--- src/rtl/fb_scanout_reader_if.sv ---
// fb_scanout_reader_if
//   Groups the framebuffer read port and the VGA pin bundle of the scanout
//   reader into one interface.
//   Optional feature macro: SCANOUT_BORDER_EN (adds border_color).
//
//   Signals
//     addr         [16:0] framebuffer read address (row*FB_WIDTH + col)
//     data         [14:0] pixel for the address issued RD_LATENCY cycles earlier
//                         ([4:0] R, [9:5] G, [14:10] B)
//     VGA_R/G/B    [3:0]  colour pins
//     VGA_HS/VS           sync pins, active-low
//     frame_end           one-cycle pulse, whole image fetched
//     border_color [14:0] letterbox colour (SCANOUT_BORDER_EN only)
//
//   Modports
//     master : the scanout reader (drives addr and pins, reads data)
//     slave  : memory side / pin observer
interface fb_scanout_reader_if;
    logic [16:0] addr;
    logic [14:0] data;
    logic [3:0]  VGA_R;
    logic [3:0]  VGA_G;
    logic [3:0]  VGA_B;
    logic        VGA_HS;
    logic        VGA_VS;
    logic        frame_end;
`ifdef SCANOUT_BORDER_EN
    logic [14:0] border_color;

    modport master (
        output addr, VGA_R, VGA_G, VGA_B, VGA_HS, VGA_VS, frame_end,
        input  data, border_color
    );
    modport slave (
        input  addr, VGA_R, VGA_G, VGA_B, VGA_HS, VGA_VS, frame_end,
        output data, border_color
    );
`else
    modport master (
        output addr, VGA_R, VGA_G, VGA_B, VGA_HS, VGA_VS, frame_end,
        input  data
    );
    modport slave (
        input  addr, VGA_R, VGA_G, VGA_B, VGA_HS, VGA_VS, frame_end,
        output data
    );
`endif
endinterface

--- src/rtl/fb_scanout_reader.sv ---
// fb_scanout_reader
//   Read side of the graphics double buffer. Generates 640x480@60 VGA timing,
//   fetches the FB_WIDTH x FB_HEIGHT BGR555 frame through a fixed-latency read
//   port and shows it 2x scaled, centred, with a letterbox around it.
//   frame_end pulses for one cycle when the counters reach (0, Y_OFFSET +
//   2*FB_HEIGHT), well after the last image pixel was fetched, so a buffer
//   swap at that point never tears.
//   Optional feature macro: SCANOUT_BORDER_EN (letterbox shows border_color
//   instead of black; blanking stays black).
//
//   Ports
//     clock  VGA pixel clock
//     reset  synchronous, active-high
//     bus    fb_scanout_reader_if.master (addr, data, VGA_*, frame_end,
//            border_color when enabled)
//
//   Read port: there is no valid/ready. An address is issued on every
//   in-image cycle and the data input is taken as the answer to the address
//   issued exactly RD_LATENCY cycles earlier; the memory must keep up every
//   cycle. Counter -> pin latency is RD_LATENCY+2 cycles, fixed.
//
//   The H_*/V_* parameters default to standard 640x480@60 timing.
module fb_scanout_reader #(
    parameter int RD_LATENCY = 2,
    parameter int FB_WIDTH   = 240,
    parameter int FB_HEIGHT  = 160,
    parameter int X_OFFSET   = 80,
    parameter int Y_OFFSET   = 80,
    parameter int H_VISIBLE  = 640,
    parameter int H_FRONT    = 16,
    parameter int H_SYNC     = 96,
    parameter int H_TOTAL    = 800,
    parameter int V_VISIBLE  = 480,
    parameter int V_FRONT    = 10,
    parameter int V_SYNC     = 2,
    parameter int V_TOTAL    = 525
) (
    input  logic                clock,
    input  logic                reset,
    fb_scanout_reader_if.master bus
);
    localparam int HW = $clog2(H_TOTAL);
    localparam int VW = $clog2(V_TOTAL);
    localparam int CW = $clog2(FB_WIDTH + 1);
    localparam int PL = RD_LATENCY;  // index of the stage aligned with data

    // ---------------- timing counters ----------------
    logic [HW-1:0] r_hc;
    logic [VW-1:0] r_vc;
    logic [HW-1:0] w_hc_next;
    logic [VW-1:0] w_vc_next;
    logic          w_h_wrap;
    logic          w_v_wrap;

    assign w_h_wrap = (r_hc == HW'(H_TOTAL - 1));
    assign w_v_wrap = (r_vc == VW'(V_TOTAL - 1));

    always_comb begin
        w_hc_next = w_h_wrap ? '0 : r_hc + HW'(1);
        w_vc_next = r_vc;
        if (w_h_wrap) begin
            w_vc_next = w_v_wrap ? '0 : r_vc + VW'(1);
        end
    end

    always_ff @(posedge clock) begin
        if (reset) begin
            r_hc <= '0;
            r_vc <= '0;
        end else begin
            r_hc <= w_hc_next;
            r_vc <= w_vc_next;
        end
    end

    // ---------------- decode of the current counter ----------------
    logic w_vis;
    logic w_hs_n;
    logic w_vs_n;
    logic w_in_img;
    logic w_line_end;
    logic w_frame_end_next;

    assign w_vis  = (r_hc < HW'(H_VISIBLE)) && (r_vc < VW'(V_VISIBLE));
    assign w_hs_n = !((r_hc >= HW'(H_VISIBLE + H_FRONT)) &&
                      (r_hc <  HW'(H_VISIBLE + H_FRONT + H_SYNC)));
    assign w_vs_n = !((r_vc >= VW'(V_VISIBLE + V_FRONT)) &&
                      (r_vc <  VW'(V_VISIBLE + V_FRONT + V_SYNC)));
    assign w_in_img = (r_hc >= HW'(X_OFFSET)) &&
                      (r_hc <  HW'(X_OFFSET + 2 * FB_WIDTH)) &&
                      (r_vc >= VW'(Y_OFFSET)) &&
                      (r_vc <  VW'(Y_OFFSET + 2 * FB_HEIGHT));
    assign w_line_end = w_in_img && (r_hc == HW'(X_OFFSET + 2 * FB_WIDTH - 1));

    // frame_end is registered from the next counter value so the pulse
    // coincides with the counter sitting at (0, Y_OFFSET+2*FB_HEIGHT).
    assign w_frame_end_next = (w_hc_next == '0) &&
                              (w_vc_next == VW'(Y_OFFSET + 2 * FB_HEIGHT));

    // ---------------- incremental address generation ----------------
    // r_xphase: second copy of the current column (2x horizontal scale).
    // r_yphase: second copy of the current fb row (2x vertical scale);
    // row_base only advances after the odd image line.
    logic [16:0]   r_addr;
    logic [16:0]   r_row_base;
    logic [CW-1:0] r_col;
    logic          r_xphase;
    logic          r_yphase;

    always_ff @(posedge clock) begin
        if (reset) begin
            r_addr     <= '0;
            r_row_base <= '0;
            r_col      <= '0;
            r_xphase   <= 1'b0;
            r_yphase   <= 1'b0;
        end else if (w_h_wrap && w_v_wrap) begin
            r_row_base <= '0;
            r_col      <= '0;
            r_xphase   <= 1'b0;
            r_yphase   <= 1'b0;
        end else if (w_in_img) begin
            r_addr <= r_row_base + 17'(r_col);
            if (w_line_end) begin
                r_col    <= '0;
                r_xphase <= 1'b0;
                r_yphase <= ~r_yphase;
                if (r_yphase) begin
                    r_row_base <= r_row_base + 17'(FB_WIDTH);
                end
            end else begin
                r_xphase <= ~r_xphase;
                if (r_xphase) begin
                    r_col <= r_col + CW'(1);
                end
            end
        end
    end

    assign bus.addr = r_addr;

    // ---------------- control pipeline, aligned with data ----------------
    // Stage 0 holds the control for the address register, stage PL lines up
    // with the data returning for that address.
    logic [PL:0] r_vis_p;
    logic [PL:0] r_img_p;
    logic [PL:0] r_hs_p;
    logic [PL:0] r_vs_p;

    always_ff @(posedge clock) begin
        if (reset) begin
            r_vis_p <= '0;
            r_img_p <= '0;
            r_hs_p  <= '1;
            r_vs_p  <= '1;
        end else begin
            r_vis_p <= {r_vis_p[PL-1:0], w_vis};
            r_img_p <= {r_img_p[PL-1:0], w_in_img};
            r_hs_p  <= {r_hs_p[PL-1:0],  w_hs_n};
            r_vs_p  <= {r_vs_p[PL-1:0],  w_vs_n};
        end
    end

    // ---------------- registered outputs ----------------
    logic [3:0] r_vga_r;
    logic [3:0] r_vga_g;
    logic [3:0] r_vga_b;
    logic       r_vga_hs;
    logic       r_vga_vs;
    logic       r_frame_end;

    always_ff @(posedge clock) begin
        if (reset) begin
            r_vga_r     <= 4'h0;
            r_vga_g     <= 4'h0;
            r_vga_b     <= 4'h0;
            r_vga_hs    <= 1'b1;
            r_vga_vs    <= 1'b1;
            r_frame_end <= 1'b0;
        end else begin
            r_vga_hs    <= r_hs_p[PL];
            r_vga_vs    <= r_vs_p[PL];
            r_frame_end <= w_frame_end_next;
            if (r_img_p[PL]) begin
                r_vga_r <= bus.data[4:1];
                r_vga_g <= bus.data[9:6];
                r_vga_b <= bus.data[14:11];
`ifdef SCANOUT_BORDER_EN
            end else if (r_vis_p[PL]) begin
                r_vga_r <= bus.border_color[4:1];
                r_vga_g <= bus.border_color[9:6];
                r_vga_b <= bus.border_color[14:11];
`endif
            end else begin
                r_vga_r <= 4'h0;
                r_vga_g <= 4'h0;
                r_vga_b <= 4'h0;
            end
        end
    end

`ifndef SCANOUT_BORDER_EN
    // Visibility only matters for the border colour; without it the
    // letterbox and blanking are both black.
    logic w_vis_unused;
    assign w_vis_unused = ^r_vis_p;
`endif

    assign bus.VGA_R     = r_vga_r;
    assign bus.VGA_G     = r_vga_g;
    assign bus.VGA_B     = r_vga_b;
    assign bus.VGA_HS    = r_vga_hs;
    assign bus.VGA_VS    = r_vga_vs;
    assign bus.frame_end = r_frame_end;

endmodule

--- src/flat_wrapper.sv ---
// flat-port wrapper written by rule: the top's interface ports become plain ports
module fb_scanout_reader_flat 
#(
    parameter int RD_LATENCY = 2,
    parameter int FB_WIDTH   = 240,
    parameter int FB_HEIGHT  = 160,
    parameter int X_OFFSET   = 80,
    parameter int Y_OFFSET   = 80,
    parameter int H_VISIBLE  = 640,
    parameter int H_FRONT    = 16,
    parameter int H_SYNC     = 96,
    parameter int H_TOTAL    = 800,
    parameter int V_VISIBLE  = 480,
    parameter int V_FRONT    = 10,
    parameter int V_SYNC     = 2,
    parameter int V_TOTAL    = 525
)
  (clock, reset, bus_addr, bus_VGA_R, bus_VGA_G, bus_VGA_B, bus_VGA_HS, bus_VGA_VS, bus_frame_end, bus_data);
  fb_scanout_reader_if bus_i ();
  input  logic clock;
  input  logic reset;
  output wire logic [$bits(bus_i.addr)-1:0] bus_addr;
  output wire logic [$bits(bus_i.VGA_R)-1:0] bus_VGA_R;
  output wire logic [$bits(bus_i.VGA_G)-1:0] bus_VGA_G;
  output wire logic [$bits(bus_i.VGA_B)-1:0] bus_VGA_B;
  output wire logic [$bits(bus_i.VGA_HS)-1:0] bus_VGA_HS;
  output wire logic [$bits(bus_i.VGA_VS)-1:0] bus_VGA_VS;
  output wire logic [$bits(bus_i.frame_end)-1:0] bus_frame_end;
  input wire logic [$bits(bus_i.data)-1:0] bus_data;
  assign bus_addr = bus_i.addr;
  assign bus_VGA_R = bus_i.VGA_R;
  assign bus_VGA_G = bus_i.VGA_G;
  assign bus_VGA_B = bus_i.VGA_B;
  assign bus_VGA_HS = bus_i.VGA_HS;
  assign bus_VGA_VS = bus_i.VGA_VS;
  assign bus_frame_end = bus_i.frame_end;
  assign bus_i.data = bus_data;
  fb_scanout_reader #(.RD_LATENCY(RD_LATENCY), .FB_WIDTH(FB_WIDTH), .FB_HEIGHT(FB_HEIGHT), .X_OFFSET(X_OFFSET), .Y_OFFSET(Y_OFFSET), .H_VISIBLE(H_VISIBLE), .H_FRONT(H_FRONT), .H_SYNC(H_SYNC), .H_TOTAL(H_TOTAL), .V_VISIBLE(V_VISIBLE), .V_FRONT(V_FRONT), .V_SYNC(V_SYNC), .V_TOTAL(V_TOTAL)) u_core (.clock(clock), .reset(reset), .bus(bus_i));
endmodule
--- config.mk ---
export PLATFORM = sky130hd
export DESIGN_NAME = fb_scanout_reader_flat
export DESIGN_NICKNAME = d
export VERILOG_FILES = /design/src/rtl/fb_scanout_reader_if.sv /design/src/rtl/fb_scanout_reader.sv /design/src/flat_wrapper.sv
export SDC_FILE = /design/constraint.sdc
export NUM_CORES = 1
export LEC_CHECK = 0
export ABC_AREA = 0
export CORE_ASPECT_RATIO = 1.5
export CORE_MARGIN = 3
export CORE_UTILIZATION = 55
export DETAILED_ROUTE_END_ITERATION = 16
export PLACE_DENSITY = 0.79
export SYNTH_ARGS = -nofsm -noshare
export SYNTH_HDL_FRONTEND = slang
export SYNTH_SLANG_ARGS = --single-unit
--- constraint.sdc ---
create_clock -name clock -period 2.5 [get_ports clock]
set_clock_uncertainty 0.2 [all_clocks]
set_input_delay 0.25 -clock clock [delete_from_list [all_inputs] [get_ports clock]]
set_output_delay 0.25 -clock clock [all_outputs]
set_load 0.05 [all_outputs]
# == Word level (Yosys, flattened, before mapping) ==
# Index checks and enable logic that the tools add are counted.
# classes
addsub,5
magnitude_cmp,8
n_eq_ne,4
muxes,6
n_bitwise,4
reduce_logical,18
# op_table
op,count
$eq 10x10->1 const B,3
$mux 10,3
$add 10x1->10 const B,2
$ge 10x7->1 const B,2
$lt 10x10->1 const B,2
$lt 10x9->1 const B,2
$add 17x8->17,1
$add 17x8->17 const B,1
$mux 8,2
$eq 10x9->1 const B,1
$ge 10x10->1 const B,1
$ge 10x9->1 const B,1
$logic_not 10->1,1
$add 8x1->8 const B,1
$logic_and 1x1->1,8
$reduce_and 2->1,3
$not 1->1,4
$reduce_or 2->1,2
$reduce_and 3->1,1
$logic_not 1->1,2
$reduce_bool 2->1,1
$mux 1,1
# totals
regBits,88
elab_cells,61

# == Logic depth before layout (Yosys ltp) ==
# Gate-level depths: netlist (run 1).
# depth
ltp_word,7
mapped_depth,9

# == Worst setup path after synthesis (run 1) ==
# No wires, ideal clock.
# synth_timing
path_kind,flip-flop to flip-flop
start,reg u_core.r_hc[0]
end,"reg u_core.r_frame_end, in the netlist u_core.bus.frame_end"
t_arrival_ps,2007
setup_slack_ps,233
path_stages_with_launch,8
n_path_buf,0
cell_sequence,dfxtp_1 > ha_1 > nand4_1 > nor3_4 > nand3_2 > mux2_2 > nor4_1 > o2111a_1
# synth_via
elab_chain_len,4
elab_cells_between_ends,7
classes_between,1 x add/sub; 2 x eq/ne; 2 x mux; 2 x reduce/logical
# synth_lines
item,line_no,text
start: declaration,fb_scanout_reader.sv:48,logic [HW-1:0] r_hc;
start signal: assignment,fb_scanout_reader.sv:71,r_hc <= w_hc_next;
$add 10x1->10 or $eq 10x10->1 (tied branches),"fb_scanout_reader.sv:59, fb_scanout_reader.sv:55",
"$mux 10, on equally long branches","fb_scanout_reader.sv:59, fb_scanout_reader.sv:61",
$logic_not 10->1 or $eq 10x9->1 (tied branches),"fb_scanout_reader.sv:97, fb_scanout_reader.sv:98",
$logic_and 1x1->1 (*),fb_scanout_reader.sv:97,assign w_frame_end_next = (w_hc_next == '0) &&
end signal: assignment,fb_scanout_reader.sv:183,r_frame_end <= w_frame_end_next;
end: declaration,fb_scanout_reader.sv:170,logic r_frame_end;
# Every way passes the cells marked *; elsewhere a longest branch is shown, timed or not.
# A chain may end at the register's enable or synchronous reset.

# == Worst setup path in the final report (run 1) ==
# layout_timing
start,reg u_core.r_hc[6]
end,"reg u_core.r_frame_end, in the netlist u_core.bus.frame_end"
# The elaborated chain is that of the path after synthesis.

==> results of run 1 <==
synth_stat cells (all sizes together) (2+ instances only):
| library cell | number |
|---|---|
| xor2 | 28 |
| and2 | 13 |
| nand3 | 19 |
| a21o | 3 |
| a2111oi | 2 |
| nor3 | 11 |
| o21ai | 7 |
| and4 | 3 |
| nor2b | 11 |
| dfxtp | 84 |
| or2 | 7 |
| a22o | 2 |
| inv | 8 |
| ha | 10 |
| xnor2 | 15 |
| and3 | 6 |
| mux2 | 2 |
| a211oi | 13 |
| buf | 6 |
| nor2 | 54 |
| a21oi | 17 |
| nand3b | 3 |
| or3 | 7 |
| a41oi | 2 |
| nor4 | 7 |
| nand2 | 40 |
| clkbuf | 21 |
| nand4 | 16 |
| a22oi | 2 |
metal layers:
| metal | vias to the layer above | track usage, % | share of wire, % |
|---|---|---|---|
| met5 | - | 0 | 0 |
| met4 | 0 | 8.40 | 1.5 |
| met3 | 10 | 5.40 | 3.9 |
| met2 | 71 | 38.5 | 52 |
| met1 | 1490 | 25.4 | 43 |
| li1 | 1594 | - | - |
how the worst min path moves through the flow:
stage,from,end,cells after the start
final,u_core.r_vs_p[2],u_core.bus.VGA_VS,1
after global routing,u_core.r_vs_p[1],u_core.r_vs_p[2],1
after CTS,u_core.r_hs_p[2],u_core.bus.VGA_HS,1
after detailed placement,u_core.r_vs_p[2],u_core.bus.VGA_VS,1
after global placement,u_core.r_vs_p[1],u_core.r_vs_p[2],1
after floorplan,bus_data[11],u_core.bus.VGA_B[0],1
cell type report:
type | instances | area, sq um | share of cell area [%]
well taps | 76 | 95.1 | 2.05
clock inverters | 5 | 35.0 | 0.757
inverters | 8 | 30.0 | 0.649
flip-flops and latches | 84 | 1680 | 36.4
repair buffers | 65 | 604 | 13.1
multi-input cells | 315 | 2040 | 44.0
clock buffers | 11 | 141 | 3.05
critical path: cells and delay by family (launching register included):
kind,cells,cell delay (ns)
flip-flops,1,0.41
AND/OR/NAND/NOR,4,1.26
XOR/XNOR,1,0.18
AO/OA/AOI/OAI,1,0.23
flip-flops by register name (all words and copies together), names as in the netlist:
register              flops
u_core.bus.VGA_HS         1
u_core.bus.VGA_R          4
u_core.r_img_p            3
u_core.r_col              8
u_core.r_hc              10
u_core.r_vc              10
u_core.r_vs_p             3
u_core.r_hs_p             3
u_core.bus.VGA_G          4
u_core.bus.VGA_VS         1
u_core.r_xphase           1
u_core.bus.frame_end      1
u_core.r_yphase           1
u_core.bus.VGA_B          4
u_core.r_row_base        13
u_core.bus.addr          17
cell usage in the layout, fill, tap and decap left out, types with 8 or more instances in the layout:
| cell | synthesis | layout |
|---|---|---|
| nor2_1 | 54 | 54 |
| xor2_1 | 28 | 28 |
| and2_1 | 13 | 13 |
| ha_1 | 10 | 10 |
| a211oi_1 | 13 | 13 |
| buf_4 | 1 | 19 |
| nand4_1 | 16 | 16 |
| inv_1 | 8 | 8 |
| nor2b_1 | 11 | 10 |
| nand3_1 | 17 | 17 |
| nand2_1 | 40 | 40 |
| dfxtp_1 | 84 | 82 |
| clkdlybuf4s50_1 | 0 | 45 |
| clkbuf_8 | 0 | 10 |
| nor3_1 | 9 | 9 |
| a21oi_1 | 17 | 17 |
| xnor2_1 | 15 | 15 |
logic make-up after synthesis:
kind of cell	count (synthesis)
buffers and inverters	35
adders and majority gates	11
AOI/OAI and AO/OA	57
xor gates and xnor gates	43
muxes	3
DFF	84
and+or+nand+nor	201
power by group:
| group | switching (mW) | internal [mW] | total, mW | leakage, nW |
|---|---|---|---|---|
| Sequential | 0.00650 | 1.34 | 1.35 | 0.678 |
| Combinational | 0.0346 | 0.0398 | 0.0744 | 0.878 |
| Clock | 0.491 | 0.390 | 0.881 | 0.0897 |
stage by stage:
step	setup WS [ns]	instances
2_1_floorplan	0.233	434
3_3_place_gp	0.169	548
3_5_place_dp	0.145	548
4_1_cts	0.121	564
5_1_grt	0.0122	564
6_report	0.159	564
repair_timing:
item,CTS,global route
setup buffers,0,0
resized for setup,0,6
endpoints found under the setup margin,0,19
==> metrics.md, run 1 <==
| Metric | Value |
|---|---|
| Routed len/inst | 14.3 um |
| Hold Fails Final Rpt | 0 |
| Clk pin slew, worst setup/hold paths | 0.08 ns |
| Drt total wl | 8.05 mm |
| H-tree Lvls | 3 |
| Vias in the first global route | 3189 |
| Setup Viol. Count Final | 0 |
| Crit path from | u_core.r_hc[6] |
| Slack of the worst reg-to-reg path | 0.16 ns |
| Tmin final | 2.34 ns |
| Hpwl dp | 5.82 mm |
| Via density | 5.61 |
| Initial antenna violation count | 0 |
| Die span in x | 74.4 um |
| Top cells by area, synth | dfxtp_1, xor2_1, nor2_1 |
| CP required | 2.60 ns |
| Area share of fa/ha/maj cells after synthesis | 3.76% |
| Worst Reg-to-Reg Cells | 6 |
| Filler cells | 551 |
| RSZ-0062 raised after global routing | no |
| Largest family of logic cells by synthesized area | simple AND/OR/NAND/NOR gates |
| Worst reg2reg startpoint | u_core.r_hc[6] |
| Asr flop ratio synth | 0% |
| Worst VDD drop | 355 uV |
| Power density cells | 498 nW/um^2 |
| Netlist Area Pre-Place | 3860 sq um |
| Worst path arrival time | 2.44 ns |
| Rel. slew slack | 64.6% |
| WHS | 0.212 ns |
| Status | complete, no violations |
| Period utilization | 93.6% |
| Post-Synth Simple-Gate Area | 28.0% |
| Max-slew violations | 0 |
| Die height | 109 um |
| Total power | 2.30 mW |
| CTS Sinks | 84 |
| First-pass GRT wire length | 14.0 mm |
| Worst setup endpoint | u_core.bus.frame_end |
| Slowest CP cell | dfxtp_1 |
| Layout cell share with drive strength beyond 1 | 11.7% |
| Ant. Diodes | 0 |
| Post-synth net total | 462 |
| Unique masters post-synth | 52 |
| Crit. End Element | register |
| Hold WC Path Type | register to register |
| Most common flop cell mapped by yosys | dfxtp_1 |
| Design area | 4630 sq um |
| Average size of a mapped cell | 8.89 sq um |
| Clk_lat worst skew | 0.36 ns |
| Post-synthesis mux area share | 0.843% |
| Slew of the pin with the lowest slew margin | 0.531 ns |
| Achievable clock frequency | 427 MHz |
| Routability Congestion | 0.846 |
| Row count | 36 |
| Compound-gate portion of the synthesized area | 10.3% |
| Sequential-to-total area share from yosys stat | 43.6% |
| EDFF count, synth | 0 |
| Pre-antenna DRT Iters | 4 |
| Nets | 511 |
| Root buf cell | clkbuf_8 |
| CTS tree | yes |
| Layout Utilization | 69.4% |
| Num CTS Buffers | 9 |
| Setup_tns | 0 ns |
| Kind of critical path | register to register |
| Max cap viols | 0 |
| Gr ovfl total | 0 |
| Synth area leader | dfxtp_1 |
| Static Leak | 1.65 nW |
| Critical Path Fanout Max | 10 |
| Detail Route Antenna Nets | 0 |
| Synth top area share | 43.6% |
| Drc violations | 0 |
| DP Area | 4440 sq um |
| Area grow syn2layout | 19.9% |
| Vias | 3165 |
| Synth warnings | 0 |
| Largest net degree at the start of global routing | 26 |
| RR Endpoint | u_core.bus.frame_end |
| Drt initial violations | 195 |
| #FFs+latches synth | 84 |
| CP cell instances | nand4bb_1, nor4_2, nand3_1, xor2_1, nor4_1, o2111a_1 |
| Cells after synthesis | 434 |
| Setup crit start kind | register |
| CTS max path bufs | 2 |
| Tot GR Track Use | 22.1% |
| Initial Util | 57.9% |
| I/O pins | 49 |
| Largest stage delay on the critical path | 0.41 ns |
| Synth Area in XOR/XNOR | 9.76% |
| IO buf count | 45 |
| CTS Hold Bufs | 0 |
| Core outline area | 6670 sq um |
| Die footprint | 8080 sq um |
No activity file was read; power rests on OpenSTA's default activity.
==> run 2: changes to the inputs <==
--- a/config.mk
+++ b/config.mk
@@ -7,7 +7,6 @@
 export LEC_CHECK = 0
 export ABC_AREA = 0
 export CORE_ASPECT_RATIO = 1.5
-export CORE_MARGIN = 3
 export CORE_UTILIZATION = 55
 export DETAILED_ROUTE_END_ITERATION = 16
 export PLACE_DENSITY = 0.79
==> constraint.sdc (replaced) <==
create_clock -name clock -period 2.5 [get_ports clock]
set_clock_uncertainty 0.2 [all_clocks]
set_input_delay 0.25 -clock clock [delete_from_list [all_inputs] [get_ports clock]]
set_output_delay 0.25 -clock clock [all_outputs]
set_load 0.02 [all_outputs]
==> metrics.md, run 2 (same netlist as run 1, synthesis figures left out) <==
| Metric | Value |
|---|---|
| Critical Path Fanout Max | 5 (was 10) |
| Row count | 37 (was 36) |
| Achievable clock frequency | 422 MHz (was 427 MHz) |
| Hold WC Path Type | register to register (unchanged) |
| Power density cells | 501 nW/um^2 (was 498 nW/um^2) |
| Most frequent cells in the layout | dfxtp_1, nor2_1, clkdlybuf4s50_1 (unchanged) |
| Worst VDD drop | 414 uV (was 355 uV) |
| Max-slew violations | 0 (unchanged) |
| H-tree Lvls | 3 (unchanged) |
| Layout cell share with drive strength beyond 1 | 11.3% (was 11.7%) |
| Setup crit start kind | register (unchanged) |
| Largest net degree at the start of global routing | 27 (was 26) |
| Pre-antenna DRT Iters | 4 (unchanged) |
| CTS tree | yes (unchanged) |
| Slew of the pin with the lowest slew margin | 0.579 ns (was 0.531 ns) |
| Worst path arrival time | 2.47 ns (was 2.44 ns) |
| IO buf count | 45 (unchanged) |
| RSZ-0062 raised after global routing | no (unchanged) |
| Setup bufs post-CTS | 0 (unchanged) |
| Setup_tns | 0 ns (unchanged) |
| Area grow syn2layout | 20.0% (was 19.9%) |
| Die height | 105 um (was 109 um) |
| Detail Route Antenna Nets | 0 (unchanged) |
| Routability Congestion | 0.852 (was 0.846) |
| Gr ovfl total | 0 (unchanged) |
| Drc violations | 0 (unchanged) |
| Drt initial violations | 111 (was 195) |
| Hold path depth | 1 (unchanged) |
| Nets | 510 (was 511) |
| CTS Sinks | 84 (unchanged) |
| Rel. slew slack | 61.3% (was 64.6%) |
| CTS max path bufs | 2 (unchanged) |
| Root buf cell | clkbuf_8 (unchanged) |
| DP Area | 4430 sq um (was 4440 sq um) |
| First-pass GRT wire length | 13.6 mm (was 14.0 mm) |
| Drt total wl | 8.11 mm (was 8.05 mm) |
| Design area | 4630 sq um (about the same) |
| Commonest non-fill, non-tap cell in the layout | dfxtp_1 (unchanged) |
| Core outline area | 6810 sq um (was 6670 sq um) |
| Worst Reg-to-Reg Cells | 7 (was 6) |
| Static Leak | 1.64 nW (was 1.65 nW) |
| Via density | 5.66 (was 5.61) |
| RR Endpoint | u_core.bus.frame_end (unchanged) |
| Pre-CTS setup slack | 0.119 ns (was 0.145 ns) |
| Post-route insts no fill | 565 (was 564) |
| Die span in x | 70.4 um (was 74.4 um) |
| Ant. Diodes | 0 (unchanged) |
| Clk_lat worst skew | 0.37 ns (was 0.36 ns) |
| Max cap viols | 0 (unchanged) |
| Routed len/inst | 14.4 um (was 14.3 um) |
| Num CTS Buffers | 9 (unchanged) |
| Worst setup margin | 0.130 ns (was 0.159 ns) |
| Die footprint | 7360 sq um (was 8080 sq um) |
| Crit path from | u_core.r_hc[0] (was u_core.r_hc[6]) |
| Kind of critical path | register to register (unchanged) |
| Hpwl dp | 5.90 mm (was 5.82 mm) |
| Crit. End Element | register (unchanged) |
| Multi-input combinational cell area | 2040 sq um (about the same) |
| Hold Fails Final Rpt | 0 (unchanged) |
| DP Cell Count | 549 (was 548) |
| Tot GR Track Use | 23.0% (was 22.1%) |
| Setup Viol. Count Final | 0 (unchanged) |
| Initial Util | 56.7% (was 57.9%) |
| Period utilization | 94.8% (was 93.6%) |
| CP required | 2.60 ns (about the same) |
| Filler cells | 564 (was 551) |
| Status | complete, no violations (unchanged) |
| Vias | 3197 (was 3165) |
| Vias in the first global route | 3104 (was 3189) |
| Clk pin slew, worst setup/hold paths | 0.09 ns (was 0.08 ns) |
| Worst setup endpoint | u_core.bus.frame_end (unchanged) |
| Initial antenna violation count | 0 (unchanged) |
| Slack of the worst reg-to-reg path | 0.13 ns (was 0.16 ns) |
| Worst reg2reg startpoint | u_core.r_hc[0] (was u_core.r_hc[6]) |
| Max FFs per register | 17 (unchanged) |
| Tmin final | 2.37 ns (was 2.34 ns) |
| I/O pins | 49 (unchanged) |
| Register area | 1680 sq um (about the same) |
==> run 2: cell count changes in the layout (fill, tap and decap cells not counted), sizes merged <==
cell,before,now
clkbuf,11,9
buf,20,19
clkinv,3,4
inv,9,10
==> run 2: how the worst min path moves through the flow <==
stage,start,slack (ns),end
after floorplan,bus_data[11],0.17,u_core.bus.VGA_B[0]
after detailed placement,u_core.r_hs_p[0],0.20,u_core.r_hs_p[1]
after global placement,u_core.r_vs_p[1],0.19,u_core.r_vs_p[2]
final,u_core.r_hs_p[0],0.21,u_core.r_hs_p[1]
after global routing,u_core.r_hs_p[0],0.22,u_core.r_hs_p[1]
after CTS,u_core.r_hs_p[0],0.21,u_core.r_hs_p[1]
==> run 2: cell type report <==
class | count | area share (%)
multi-input cells | 315 | 44.1
flip-flops and latches | 84 | 36.3
repair buffers | 64 | 12.8
clock buffers | 9 | 2.68
well taps | 78 | 2.11
clock inverters | 7 | 1.32
inverters | 8 | 0.649
==> run 2: per-layer routing <==
layer | routed length [um] | global-route usage, % | vias up
met5 | 0 | 0 | -
met4 | 262 | 12.3 | 0
met3 | 289 | 4.34 | 22
met2 | 4140 | 40.9 | 70
met1 | 3410 | 25.2 | 1521
li1 | - | - | 1584
==> run 2: power breakdown <==
group          internal [mW]  total, mW  switching, mW  leakage [nW]
combinational         0.0376     0.0705         0.0329         0.872
sequential              1.34       1.35        0.00807         0.677
clock                  0.377      0.897          0.520        0.0932
total                   1.76       2.32          0.561          1.64
==> run 2: critical path, cell delays in order (launching register included) <==
cell and delay, ns:
dfxtp_1 0.35, ha_1 0.25, nand4_1 0.27, nor4_2 0.34
nand3_1 0.14, xor2_1 0.18, nor4_2 0.34, o2111a_1 0.23
==> run 2: timing repair <==
item                       4_1_cts  5_1_grt
resized for setup                0        2
hold buffers                     0        0
setup endpoints to repair        0        1
==> run 2: stage by stage <==
stage	utilization [%]	power [mW]	hold slack, ns
detailed placement	65.1	1.45	0.195
finish	68.0	2.32	0.207
global route	68.0	2.40	0.220
floorplan	-	1.41	0.172
global placement	65.1	1.45	0.191
CTS	67.8	2.34	0.211
==> run 3: changes to the inputs <==
--- a/config.mk
+++ b/config.mk
@@ -10,6 +10,7 @@
 export CORE_UTILIZATION = 55
 export DETAILED_ROUTE_END_ITERATION = 16
 export PLACE_DENSITY = 0.79
+export SLEW_MARGIN = 20
 export SYNTH_ARGS = -nofsm -noshare
 export SYNTH_HDL_FRONTEND = slang
 export SYNTH_SLANG_ARGS = --single-unit
==> results of run 3 <==
Same layout as run 2: the final DEF is identical, and so are final timing and power.
